--- config.mk ---
export PLATFORM = sky130hd
export DESIGN_NAME = mem_bus_arbiter_flat
export DESIGN_NICKNAME = d
export VERILOG_FILES = /design/src/rtl/mem_bus_arbiter_if.sv /design/src/rtl/mem_bus_arbiter.sv /design/src/flat_wrapper.sv
export SDC_FILE = /design/constraint.sdc
export NUM_CORES = 1
export LEC_CHECK = 0
export BUFFER_PORTS_ARGS = -buffer_cell sky130_fd_sc_hd__buf_2
export CAP_MARGIN = 20
export CORE_MARGIN = 3
export CORE_UTILIZATION = 50
export DETAILED_ROUTE_END_ITERATION = 16
export PLACE_DENSITY = 0.83
export SYNTH_ARGS = -nofsm -noshare
export SYNTH_HDL_FRONTEND = slang
export SYNTH_SLANG_ARGS = --single-unit
--- constraint.sdc ---
create_clock -name clk -period 5.8 [get_ports clk]
set_input_delay 0.58 -clock clk [delete_from_list [all_inputs] [get_ports clk]]
set_output_delay 0.58 -clock clk [all_outputs]
set_load 0.01 [all_outputs]
--- src/rtl/mem_bus_arbiter_if.sv ---
// ============================================================================
// Module   : mem_bus_arbiter_if
// Purpose  : Requester-side and shared-bus signal bundle for mem_bus_arbiter.
// Revision : 1.0 - initial release
// ============================================================================
`default_nettype none

interface mem_bus_arbiter_if #(
   parameter int ADDR_WIDTH = 32
);
   logic                  m0_req;
   logic                  m1_req;
   logic [ADDR_WIDTH-1:0] m0_addr;
   logic [ADDR_WIDTH-1:0] m1_addr;
   logic [31:0]           m0_wdata;
   logic [31:0]           m1_wdata;
   logic [3:0]            m0_wmask;
   logic [3:0]            m1_wmask;
   logic [31:0]           m0_rdata;
   logic [31:0]           m1_rdata;
   logic                  m0_done;
   logic                  m1_done;
   logic                  m0_err;
   logic                  m1_err;

   logic                  s_access;
   logic [ADDR_WIDTH-1:0] s_addr;
   logic [31:0]           s_wdata;
   logic [3:0]            s_wmask;
   logic                  s_rstrb;
   logic [31:0]           s_rdata;
   logic                  s_rbusy;
   logic                  s_wbusy;

   // Arbiter view: owns the shared bus and the requester responses.
   modport master (
      input  m0_req, m1_req, m0_addr, m1_addr, m0_wdata, m1_wdata,
      input  m0_wmask, m1_wmask,
      output m0_rdata, m1_rdata, m0_done, m1_done, m0_err, m1_err,
      output s_access, s_addr, s_wdata, s_wmask, s_rstrb,
      input  s_rdata, s_rbusy, s_wbusy
   );

   modport slave (
      output m0_req, m1_req, m0_addr, m1_addr, m0_wdata, m1_wdata,
      output m0_wmask, m1_wmask,
      input  m0_rdata, m1_rdata, m0_done, m1_done, m0_err, m1_err,
      input  s_access, s_addr, s_wdata, s_wmask, s_rstrb,
      output s_rdata, s_rbusy, s_wbusy
   );
endinterface

`default_nettype wire

--- src/rtl/mem_bus_arbiter.sv ---
// ============================================================================
// Module   : mem_bus_arbiter
// Purpose  : Round-robin two-requester sequencer for the shared BRAM/IO bus.
// Revision : 1.0 - initial release
// ============================================================================
`default_nettype none

module mem_bus_arbiter #(
   parameter int ADDR_WIDTH     = 32,
   parameter int READ_LATENCY   = 1,
   parameter int TIMEOUT_CYCLES = 255
) (
   input  wire logic         clk,
   input  wire logic         reset,
   mem_bus_arbiter_if.master bus,
   output logic              grant_id,
   output logic              busy
);

   typedef enum logic [2:0] {
      IDLE   = 3'd0,
      ISSUE  = 3'd1,
      WAIT_R = 3'd2,
      WAIT_W = 3'd3,
      DONE   = 3'd4
   } state_t;

   localparam logic [8:0] c_read_latency = 9'(READ_LATENCY);
   localparam logic [8:0] c_timeout      = 9'(TIMEOUT_CYCLES);

   state_t                r_state;
   logic                  r_last_grant;
   logic [7:0]            r_count;
   logic                  r_is_write;

   logic                  w_any_req;
   logic                  w_sel;
   logic [ADDR_WIDTH-1:0] w_addr;
   logic [31:0]           w_wdata;
   logic [3:0]            w_wmask;
   logic                  w_lat_ok;
   logic                  w_timeout;

   // Ties go to whichever requester was not served last.
   always_comb begin
      w_any_req = bus.m0_req | bus.m1_req;
      if (bus.m0_req && bus.m1_req) begin
         w_sel = ~r_last_grant;
      end else begin
         w_sel = bus.m1_req;
      end
      w_addr    = w_sel ? bus.m1_addr  : bus.m0_addr;
      w_wdata   = w_sel ? bus.m1_wdata : bus.m0_wdata;
      w_wmask   = w_sel ? bus.m1_wmask : bus.m0_wmask;
      w_lat_ok  = ({1'b0, r_count} + 9'd1) >= c_read_latency;
      w_timeout = ({1'b0, r_count} + 9'd1) >= c_timeout;
   end

   always_ff @(posedge clk or negedge reset) begin
      if (!reset) begin
         r_state      <= IDLE;
         r_last_grant <= 1'b1;
         r_count      <= 8'd0;
         r_is_write   <= 1'b0;
         grant_id     <= 1'b0;
         busy         <= 1'b0;
         bus.s_access <= 1'b0;
         bus.s_addr   <= '0;
         bus.s_wdata  <= 32'd0;
         bus.s_wmask  <= 4'd0;
         bus.s_rstrb  <= 1'b0;
         bus.m0_rdata <= 32'd0;
         bus.m1_rdata <= 32'd0;
         bus.m0_done  <= 1'b0;
         bus.m1_done  <= 1'b0;
         bus.m0_err   <= 1'b0;
         bus.m1_err   <= 1'b0;
      end else begin
         bus.m0_done <= 1'b0;
         bus.m1_done <= 1'b0;
         bus.m0_err  <= 1'b0;
         bus.m1_err  <= 1'b0;

         case (r_state)
            IDLE: begin
               if (w_any_req) begin
                  grant_id     <= w_sel;
                  busy         <= 1'b1;
                  bus.s_access <= 1'b1;
                  bus.s_addr   <= w_addr;
                  bus.s_wdata  <= w_wdata;
                  bus.s_wmask  <= w_wmask;
                  bus.s_rstrb  <= (w_wmask == 4'd0);
                  r_is_write   <= (w_wmask != 4'd0);
                  r_state      <= ISSUE;
               end
            end

            // Strobes drop after one cycle so a write is never replayed.
            ISSUE: begin
               bus.s_wmask <= 4'd0;
               bus.s_rstrb <= 1'b0;
               r_count     <= 8'd0;
               r_state     <= r_is_write ? WAIT_W : WAIT_R;
            end

            WAIT_R: begin
               if (w_lat_ok && !bus.s_rbusy) begin
                  if (grant_id) begin
                     bus.m1_rdata <= bus.s_rdata;
                     bus.m1_done  <= 1'b1;
                  end else begin
                     bus.m0_rdata <= bus.s_rdata;
                     bus.m0_done  <= 1'b1;
                  end
                  bus.s_access <= 1'b0;
                  r_state      <= DONE;
               end else if (w_timeout) begin
                  if (grant_id) begin
                     bus.m1_rdata <= 32'd0;
                     bus.m1_done  <= 1'b1;
                     bus.m1_err   <= 1'b1;
                  end else begin
                     bus.m0_rdata <= 32'd0;
                     bus.m0_done  <= 1'b1;
                     bus.m0_err   <= 1'b1;
                  end
                  bus.s_access <= 1'b0;
                  r_state      <= DONE;
               end else begin
                  r_count <= r_count + 8'd1;
               end
            end

            WAIT_W: begin
               if (!bus.s_wbusy || w_timeout) begin
                  if (grant_id) begin
                     bus.m1_done <= 1'b1;
                     bus.m1_err  <= bus.s_wbusy;
                  end else begin
                     bus.m0_done <= 1'b1;
                     bus.m0_err  <= bus.s_wbusy;
                  end
                  bus.s_access <= 1'b0;
                  r_state      <= DONE;
               end else begin
                  r_count <= r_count + 8'd1;
               end
            end

            DONE: begin
               r_last_grant <= grant_id;
               busy         <= 1'b0;
               r_state      <= IDLE;
            end

            default: begin
               bus.s_access <= 1'b0;
               bus.s_wmask  <= 4'd0;
               bus.s_rstrb  <= 1'b0;
               busy         <= 1'b0;
               r_state      <= IDLE;
            end
         endcase
      end
   end

endmodule

`default_nettype wire

--- src/flat_wrapper.sv ---
// flat-port wrapper written by rule: the top's interface ports become plain ports
module mem_bus_arbiter_flat 
#(
   parameter int ADDR_WIDTH     = 32,
   parameter int READ_LATENCY   = 1,
   parameter int TIMEOUT_CYCLES = 255
)
  (clk, reset, grant_id, busy, bus_m0_req, bus_m1_req, bus_m0_addr, bus_m1_addr, bus_m0_wdata, bus_m1_wdata, bus_m0_wmask, bus_m1_wmask, bus_m0_rdata, bus_m1_rdata, bus_m0_done, bus_m1_done, bus_m0_err, bus_m1_err, bus_s_access, bus_s_addr, bus_s_wdata, bus_s_wmask, bus_s_rstrb, bus_s_rdata, bus_s_rbusy, bus_s_wbusy);
  mem_bus_arbiter_if #(.ADDR_WIDTH(ADDR_WIDTH)) bus_i ();
  input  wire logic clk;
  input  wire logic reset;
  output logic grant_id;
  output logic busy;
  input wire logic [$bits(bus_i.m0_req)-1:0] bus_m0_req;
  input wire logic [$bits(bus_i.m1_req)-1:0] bus_m1_req;
  input wire logic [$bits(bus_i.m0_addr)-1:0] bus_m0_addr;
  input wire logic [$bits(bus_i.m1_addr)-1:0] bus_m1_addr;
  input wire logic [$bits(bus_i.m0_wdata)-1:0] bus_m0_wdata;
  input wire logic [$bits(bus_i.m1_wdata)-1:0] bus_m1_wdata;
  input wire logic [$bits(bus_i.m0_wmask)-1:0] bus_m0_wmask;
  input wire logic [$bits(bus_i.m1_wmask)-1:0] bus_m1_wmask;
  output wire logic [$bits(bus_i.m0_rdata)-1:0] bus_m0_rdata;
  output wire logic [$bits(bus_i.m1_rdata)-1:0] bus_m1_rdata;
  output wire logic [$bits(bus_i.m0_done)-1:0] bus_m0_done;
  output wire logic [$bits(bus_i.m1_done)-1:0] bus_m1_done;
  output wire logic [$bits(bus_i.m0_err)-1:0] bus_m0_err;
  output wire logic [$bits(bus_i.m1_err)-1:0] bus_m1_err;
  output wire logic [$bits(bus_i.s_access)-1:0] bus_s_access;
  output wire logic [$bits(bus_i.s_addr)-1:0] bus_s_addr;
  output wire logic [$bits(bus_i.s_wdata)-1:0] bus_s_wdata;
  output wire logic [$bits(bus_i.s_wmask)-1:0] bus_s_wmask;
  output wire logic [$bits(bus_i.s_rstrb)-1:0] bus_s_rstrb;
  input wire logic [$bits(bus_i.s_rdata)-1:0] bus_s_rdata;
  input wire logic [$bits(bus_i.s_rbusy)-1:0] bus_s_rbusy;
  input wire logic [$bits(bus_i.s_wbusy)-1:0] bus_s_wbusy;
  assign bus_i.m0_req = bus_m0_req;
  assign bus_i.m1_req = bus_m1_req;
  assign bus_i.m0_addr = bus_m0_addr;
  assign bus_i.m1_addr = bus_m1_addr;
  assign bus_i.m0_wdata = bus_m0_wdata;
  assign bus_i.m1_wdata = bus_m1_wdata;
  assign bus_i.m0_wmask = bus_m0_wmask;
  assign bus_i.m1_wmask = bus_m1_wmask;
  assign bus_m0_rdata = bus_i.m0_rdata;
  assign bus_m1_rdata = bus_i.m1_rdata;
  assign bus_m0_done = bus_i.m0_done;
  assign bus_m1_done = bus_i.m1_done;
  assign bus_m0_err = bus_i.m0_err;
  assign bus_m1_err = bus_i.m1_err;
  assign bus_s_access = bus_i.s_access;
  assign bus_s_addr = bus_i.s_addr;
  assign bus_s_wdata = bus_i.s_wdata;
  assign bus_s_wmask = bus_i.s_wmask;
  assign bus_s_rstrb = bus_i.s_rstrb;
  assign bus_i.s_rdata = bus_s_rdata;
  assign bus_i.s_rbusy = bus_s_rbusy;
  assign bus_i.s_wbusy = bus_s_wbusy;
  mem_bus_arbiter #(.ADDR_WIDTH(ADDR_WIDTH), .READ_LATENCY(READ_LATENCY), .TIMEOUT_CYCLES(TIMEOUT_CYCLES)) u_core (.clk(clk), .reset(reset), .bus(bus_i), .grant_id(grant_id), .busy(busy));
endmodule
Yosys cells after proc, flatten, opt, wreduce, memory -nomap -nowiden. Cells that the tools add are included.

Add/subtract/negate cells: 2. Order comparisons: 2. Equal/unequal tests: 10. Multiplexer cells: 50. Bitwise gates (word level): 6. Reductions and logical operators: 21.

Operators with widths (number): $mux 32 (10); $mux 8 (3); $pmux 8 s3 (1); $mux 1 (21); $mux 3 (4); $pmux 1 s2 (6); $pmux 3 s4 (1); $add 8x1->9 const B (1); $ge 9x1->1 const B (1); $ge 9x8->1 const B (1); $reduce_and 3->1 (3); $add 8x1->8 const B (1); $mux 4 (2); $pmux 4 s2 (1); $reduce_and 4->1 (2); $eq 3x2->1 const B (2); $ne 2x2->1 const B (3); $reduce_and 2->1 (3); $reduce_or 3->1 (2); $not 1->1 (5); $logic_not 4->1 (1); $ne 2x1->1 const B (2); $pmux 1 s4 (1); $reduce_bool 4->1 (1); other kinds (11) (13).

Register bits: 153. Input port bits: 174. Output and inout port bits: 140. Word-level logic and storage cells: 108.

Longest topological paths before layout. Gate-level depths: netlist (run 1).

Word-level depth: 6. Gate-level depth with buffers: 10. Gate-level depth less buffers: 9.

Worst setup path before layout (run 1). OpenSTA, ideal clock, no wires.

Path type: register to register. Start: reg u_core.r_count[0]. End: reg u_core.r_count[7]. Setup time: 138 ps. Arrival: 2067 ps. Required time: 5662 ps. Setup slack: 3596 ps. Stages on the path, launching flop included: 9. Buffers on the path: 0. Clock period less this slack: 2204 ps. Cells stage by stage: dfrtp_1 -> ha_1 -> and4_1 -> nor4_1 -> a311o_1 -> nand4_4 -> a211oi_4 -> a21o_2 -> o221ai_1.

Cells in the longest elaborated chain, start to end: 5. Elaborated cells on any way between the ends: 14. Classes of those cells: 2 x add/sub; 2 x order compare; 3 x eq/ne; 4 x mux; 3 x reduce/logical.

RTL lines: from (decl) (RTL line mem_bus_arbiter.sv:33) `logic [7:0] r_count;`; from (signal assigned) (RTL line mem_bus_arbiter.sv:131) `r_count <= r_count + 8'd1;`; from (signal assigned) (RTL line mem_bus_arbiter.sv:147) `r_count <= r_count + 8'd1;`; $add 8x1->9 (RTL line mem_bus_arbiter.sv:55, mem_bus_arbiter.sv:56); $ge 9x8->1 / $ge 9x1->1 (equally long branches) (RTL line mem_bus_arbiter.sv:56, mem_bus_arbiter.sv:55); $logic_or 1x1->1 / $logic_and 1x1->1 (equally long branches) (RTL line mem_bus_arbiter.sv:136, mem_bus_arbiter.sv:108); $ne 2x2->1 (no source line); $reduce_and 4->1 (no source line).

Parallel ways exist; a longest one is shown, timed or not. The select of a mux whose other input is x is not followed. A chain may end at the register's enable or synchronous reset.

Worst setup path in the final report (run 1).
Start: reg u_core.r_count[1]. End: reg u_core.r_count[7].

Same word-level chain as after synthesis.

==> run summary, run 1 <==
Setup Skew: 0.00777 ns
GRT overflow: 0
Global Route Usage Sum: 25.1%
crit path cell chain: ha_1 -> and2_2 -> a21oi_1 -> o32ai_1 -> nand4_4 -> a211oi_4 -> a21o_2 -> o221ai_1
Layout area overhead: 33.3%
Worst EP arrival: 3.12 ns
mapped cell area: 6850 um2
crit path max fanout: 11
final slew viol count: 0
via count: 5734
share of the synthesized area in the top cell type: 55.6%
Fmax: 353 MHz
CTS tree: done
share of cells above drive strength 1: 39.5%
DRT iter0 DRCs: 371
Tmin final: 2.83 ns
Bufs on Longest Clock Path: 2
Antenna Nets Post-Route: 0
sequential fraction of the synthesis area: 55.9%
RSZ-0062 raised after global routing: no
crit-path max cell delay: 0.57 ns
Post-DP HPWL: 13900 um
drt pass-1 iters: 4
drt via density: 5.18
Final WS setup: 2.97 ns
flops & latches, synth: 153
post-synthesis mux area share: 10.1%
Final Cycle Share: 48.9%
Cell Count, Final, Fillers Out: 1107
CP delay by family, top: compound AO/OA/AOI/OAI gates
Hold Vio Cnt, Final: 0
Max stage delay cell, worst path: a211oi_4
TritonCTS sink count: 153
clock-pin transition on the worst setup and hold timing paths: 0.06 ns
CP Class: reg2reg
PortBufs: 313
Setup violations, final: 0
syn_nets: 801
main combinational cell family by area after synthesis: compound AO/OA/AOI/OAI gates
compound-cell area share of the yosys netlist: 18.0%
Core Footprint: 13300 um2
CTS resizes: 0
Adder-Cell Fraction of Synth Area: 0.548%
row count: 42
DP Cell Count: 1071
final WL: 18900 um
Yosys Warn Count: 0
Synth area leaders: dfrtp_1 56%, mux2i_1 9.9%, o2bb2ai_1 8.2%
peak supply drop: 0.212 mV
Mapped Cells: 624
filler cell count: 1005
CTS H-Tree Depth: 4
Async S/R FF share, synth: 100%
Buf/Inv on CP: 0
Synth Area in XOR/XNOR: 0.384%
Worst Hold Class: in2async
CTS Root Cell: clkbuf_16
routability cong.: 0.885
Chip Height: 123 um
largest net degree at the start of global routing: 108
status: complete, no violations
Die ar.: 15100 um2
nature of the critical path startpoint: flip-flop
Yosys top cell by area: dfrtp_1
worst slack at placement: 2.81 ns
I/O pin count: 314
initial core utilization: 51.5%
Avg Inst Size Synth: 11.0 um2
Synth cell types: 52
DRC: 0
routed len/inst: 17.1 um
max_cap viols: 0
setup tns final: 0 ns
CTS Hold Buffers Added: 0
simple-gate share of the synthesized area: 10.9%
DIE WIDTH: 123 um
CTS buffer count: 17
CP Capture Type: flip-flop
Leak: 4.68 nW
Worst-Margin Slew: 1.02 ns
setup bufs post-CTS: 0
leading cell type in the layout, fill and taps excluded: buf_2
Synth Flop Type: dfrtp_1
most frequent cells in the layout: 312 x buf_2, 152 x dfrtp_1, 116 x nand2_1
number of global-route vias before repair: 5592
later-pin clock latency in the skew report: 0.42 ns
Nets: 1093
antenna violations before repair: 3
worst endpoint required time: 6.09 ns
first-pass GRT wire length: 29100 um
Slew headroom: 31.8%
Post-synth EDFFs: 0
power per cell area: 528 nW/um2
## sequential cells by signal, indices dropped and copies added, names as in the netlist, 3 cells and up
signal,count
u_core.r_count,8
u_core.bus.m0_rdata,32
u_core.bus.s_wmask,4
u_core.bus.s_wdata,32
u_core.bus.m1_rdata,32
u_core.bus.s_addr,32
u_core.r_state,3
## cells by family after synthesis
| kind of cell | Yosys count |
|---|---|
| AOI/OAI and AO/OA | 177 |
| xor gates and xnor gates | 3 |
| adders and majority gates | 3 |
| buffers and inverters | 56 |
| DFF | 153 |
| muxes | 69 |
| and+or+nand+nor | 163 |
## per-layer routing
| layer | track usage (%) | routed length [um] | up-vias |
|---|---|---|---|
| li1 | - | - | 2819 |
| met1 | 31.7 | 7470 | 2626 |
| met2 | 40.1 | 9250 | 241 |
| met3 | 8.05 | 1560 | 44 |
| met4 | 10.6 | 603 | 4 |
| met5 | 0 | 27 | - |
## path summary, 6_finish.rpt
kind,start,endpoint,slack [ns],depth (start not counted)
hold / removal,reset,u_core.bus.m1_rdata[13]$_DFFE_PN0P_,0.23,1
setup / recovery,u_core.r_count[1]$_DFFE_PN0P_,u_core.r_count[7]$_DFFE_PN0P_,2.97,8
setup reg to reg,u_core.r_count[1]$_DFFE_PN0P_,u_core.r_count[7]$_DFFE_PN0P_,2.97,8
min in group clk,bus_s_rdata[30],u_core.bus.m0_rdata[30]$_DFFE_PN0P_,0.42,3
max in group asynchronous,reset,u_core.bus.s_addr[29]$_DFFE_PN0P_,4.34,2
hold reg to reg,u_core.bus.s_wdata[23]$_DFFE_PN0P_,u_core.bus.s_wdata[23]$_DFFE_PN0P_,0.47,2
## power by group
part | switching [mW] | internal, mW | leakage (nW)
combinational | 1.07 | 0.770 | 2.46
sequential | 0.298 | 1.55 | 1.92
clock | 0.480 | 0.654 | 0.302
## synthesized netlist by cell type, types with 3 or more instances
cell type	instances
and3_1	3
inv_1	11
nor3_1	3
buf_2	3
clkbuf_1	23
ha_1	3
nand2_1	116
xnor2_1	3
mux2i_1	68
buf_6	8
nand3_1	5
a21oi_1	8
o21ai_0	81
nand2b_1	5
dfrtp_1	152
nor2_1	12
nor2b_1	6
buf_1	9
o2bb2ai_1	64
## per-stage QoR
stage | power [mW] | util [%] | hold slack (ns) | cell area, um2
after detailed placement | 3.69 | 63.6 | 0.465 | 8460
after global placement | 3.62 | 63.6 | 0.458 | 8460
final | 4.82 | 68.6 | 0.228 | 9130
after CTS | 4.84 | 68.2 | 0.254 | 9060
after global routing | 5.16 | 68.6 | 0.286 | 9120
after floorplan | 2.91 | - | 0.284 | 6850
## area by class of cell
type                       count  area, um2  area share (%)
tap                          176        220            2.41
sequential                   153       3830            42.0
clock inverter                15        183            2.00
antenna                        2       5.00          0.0548
clock buffer                  17        425            4.66
timing repair buffer         318       1660            18.2
multi-input combinational    415       2760            30.2
inverter                      11       41.3           0.452
No activity file was read; power rests on OpenSTA's default activity.
==> inputs of run 2 (changes only) <==
Settings changed: ABC_AREA from default to 1, CORE_UTILIZATION 50 to 47, PLACE_DENSITY 0.83 to 0.78.
Clock period 5.8 ns to 2.68 ns, I/O delays scaled along.
==> run summary, run 2 <==
share of the synthesized area in the top cell type: 54.7% (-0.85 points)
number of global-route vias before repair: 6214 (+11%)
Setup Skew: 0.00988 ns (+0.00210 ns)
top post-synthesis cells by count: 232 x nand2_1, 152 x dfrtp_1, 142 x o21ai_0
sequential fraction of the synthesis area: 55.1% (-0.86 points)
dpl cell area: 8650 um2 (+2.2%)
GRT overflow: 0 (unchanged)
DRT iter0 DRCs: 475 (+28%)
syn_nets: 983 (+23%)
Yosys top cell by area: dfrtp_1
largest net degree at the start of global routing: 75 (-31%)
Final Power: 10.7 mW (+120%)
final slew viol count: 0 (unchanged)
final WL: 20200 um (+6.9%)
CTS Root Cell: clkbuf_16
Bufs on Longest Clock Path: 2 (unchanged)
Avg Inst Size Synth: 8.63 um2 (-21%)
later-pin clock latency in the skew report: 0.42 ns (about the same)
Global Route Usage Sum: 24.2% (-0.85 points)
design area: 9320 um2 (+2.2%)
Chip Height: 128 um (+3.8%)
row count: 43 (+2.4%)
Layout area overhead: 34.1%
Post-synth EDFFs: 0 (unchanged)
routability cong.: 0.887 (+0.21%)
Nets: 1285 (+18%)
CP delay by family, top: simple AND/OR/NAND/NOR gates
Worst-Margin Slew: 0.774 ns (-0.248 ns)
clock-pin transition on the worst setup and hold timing paths: 0.07 ns (about the same)
I/O pin count: 314 (unchanged)
antenna violations before repair: 1 (-2)
Worst EP arrival: 2.60 ns (-0.52 ns)
Buf/Inv on CP: 2 (+2)
Worst Hold Class: in2reg
flops & latches, synth: 153 (unchanged)
most common cell in the synthesized netlist: nand2_1
mapped cell area: 6950 um2 (+1.6%)
DRC: 0 (unchanged)
CTS H-Tree Depth: 4 (unchanged)
RR Startpoint: u_core.r_count[0]$_DFFE_PN0P_
leading cell type in the layout, fill and taps excluded: buf_2
Setup violations, final: 0 (unchanged)
Synth cell types: 26 (-50%)
Max stage delay cell, worst path: dfrtp_1
DIE WIDTH: 128 um (+3.8%)
Synth area leaders: dfrtp_1 55%, nand2_1 13%, o21ai_0 10%
Final Cycle Share: 86.1% (+37 points)
routed len/inst: 15.5 um (-9.0%)
TritonCTS sink count: 153 (unchanged)
max_cap viols: 0 (unchanged)
first-pass GRT wire length: 31300 um (+7.5%)
Slew headroom: 48.4% (+17 points)
Async S/R FF share, synth: 100% (unchanged)
crit path max fanout: 38 (+27)
Post-DP HPWL: 14900 um (+6.8%)
Tmin final: 2.31 ns (-0.527 ns)
CP Capture Type: flip-flop
via count: 6619 (+15%)
most frequent cells in the layout: 312 x buf_2, 231 x nand2_1, 152 x dfrtp_1
status: complete, no violations
drt pass-1 iters: 5 (+1)
Antenna Nets Post-Route: 0 (unchanged)
Hold Vio Cnt, Final: 0 (unchanged)
Leak: 4.97 nW (+6.3%)
final core occ: 65.9% (-2.7 points)
Yosys Warn Count: 0 (unchanged)
Core Footprint: 14100 um2 (+6.4%)
CTS buffer count: 17 (unchanged)
setup tns final: 0 ns (unchanged)
Mapped Cells: 806 (+29%)
CTS tree: done
nature of the critical path startpoint: flip-flop
CP dominant cell by count: nand2_1
setup bufs post-CTS: 0 (unchanged)
CTS resizes: 0 (unchanged)
Hold WS: 0.122 ns (-0.105 ns)
initial core utilization: 49.1% (-2.4 points)
CP Class: reg2reg
crit path cell chain: inv_2 -> ha_1 -> nand2_1 -> nand2_1 -> nand2_1 -> nor2_1 -> nand3_1 -> nor2_2 -> nor2_4 -> nand2_2 -> nand3_2 -> buf_12 -> nand2_1 -> o21ai_2
Hold Startpoint: bus_m1_wdata[22]
share of cells above drive strength 1: 37.6% (-1.9 points)
power per cell area: 1150 nW/um2 (+120%)
Fmax: 434 MHz (+23%)
peak supply drop: 0.666 mV (+210%)
RSZ-0062 raised after global routing: no
Synth Flop Type: dfrtp_1
antenna fix cells: 0 (-2)
drt via density: 5.09 (-1.8%)
worst endpoint required time: 2.97 ns (-3.12 ns)
PortBufs: 313 (unchanged)
Die ar.: 16300 um2 (+7.6%)
crit path from: u_core.r_count[0]$_DFFE_PN0P_
crit-path max cell delay: 0.48 ns (-0.09 ns)
run 2: where the power goes:
group | total (mW) | internal, mW | switching [mW]
logic | 4.09 | 1.57 | 2.51
clock network | 2.66 | 1.71 | 0.948
registers | 3.96 | 3.37 | 0.589
total | 10.7 | 6.65 | 4.05
run 2: final cells by class:
class                           count  area, um2
Clock buffer                       19        453
Multi-Input combinational cell    573       2730
Timing Repair Buffer              331       1750
Fill cell                        1202       4830
Sequential cell                   153       3830
Inverter                           32        120
Clock inverter                     13        214
Tap cell                          180        225
run 2: worst paths after layout:
check	cells after the start	slack [ns]	endpoint
hold reg to reg	2	0.47	u_core.bus.s_access$_DFFE_PN0P_
setup / recovery	14	0.37	u_core.bus.m0_rdata[12]$_DFFE_PN0P_
setup reg to reg	14	0.37	u_core.bus.m0_rdata[12]$_DFFE_PN0P_
min in group asynchronous	2	0.39	u_core.bus.m0_rdata[29]$_DFFE_PN0P_
max in group asynchronous	3	1.46	u_core.r_last_grant$_DFFE_PN1P_
hold / removal	3	0.12	u_core.bus.s_wdata[22]$_DFFE_PN0P_
run 2: metrics by stage:
stage                     setup slack, ns  cells
after floorplan                     0.716    806
after global placement              0.479   1268
final                               0.374   1301
after detailed placement            0.384   1268
after CTS                           0.367   1301
after global routing                0.132   1301
run 2: routing by layer:
layer / GRT usage [%] / vias up / wire (um)
met5: 0 / - / 7
met4: 7.68 / 2 / 326
met3: 6.65 / 30 / 1920
met2: 41.8 / 309 / 10200
met1: 29.7 / 3036 / 7800
li1: - / 3242 / -
run 2: kinds of logic (layout without fill, tap and decap cells):
kind of cell	Yosys count	after routing	synth area share [%]
buffers and inverters	80	395	5.79
AOI/OAI and AO/OA	209	209	17.5
adders and majority gates	3	3	0.540
and+or+nand+nor	357	357	20.5
DFF	153	153	55.1
muxes	4	4	0.576
run 2: what timing repair did:
| action | CTS | global route |
|---|---|---|
| hold buffers | 1 | 0 |
| endpoints found under the setup margin | 0 | 0 |
| endpoints found under the hold margin | 58 | 0 |
run 2: worst min-delay path: cells and delay by family:
kind | cells | cell delay [ns]
AND/OR/NAND/NOR | 1 | 0.03
buffers and inverters | 1 | 0.07
AO/OA/AOI/OAI | 1 | 0.13
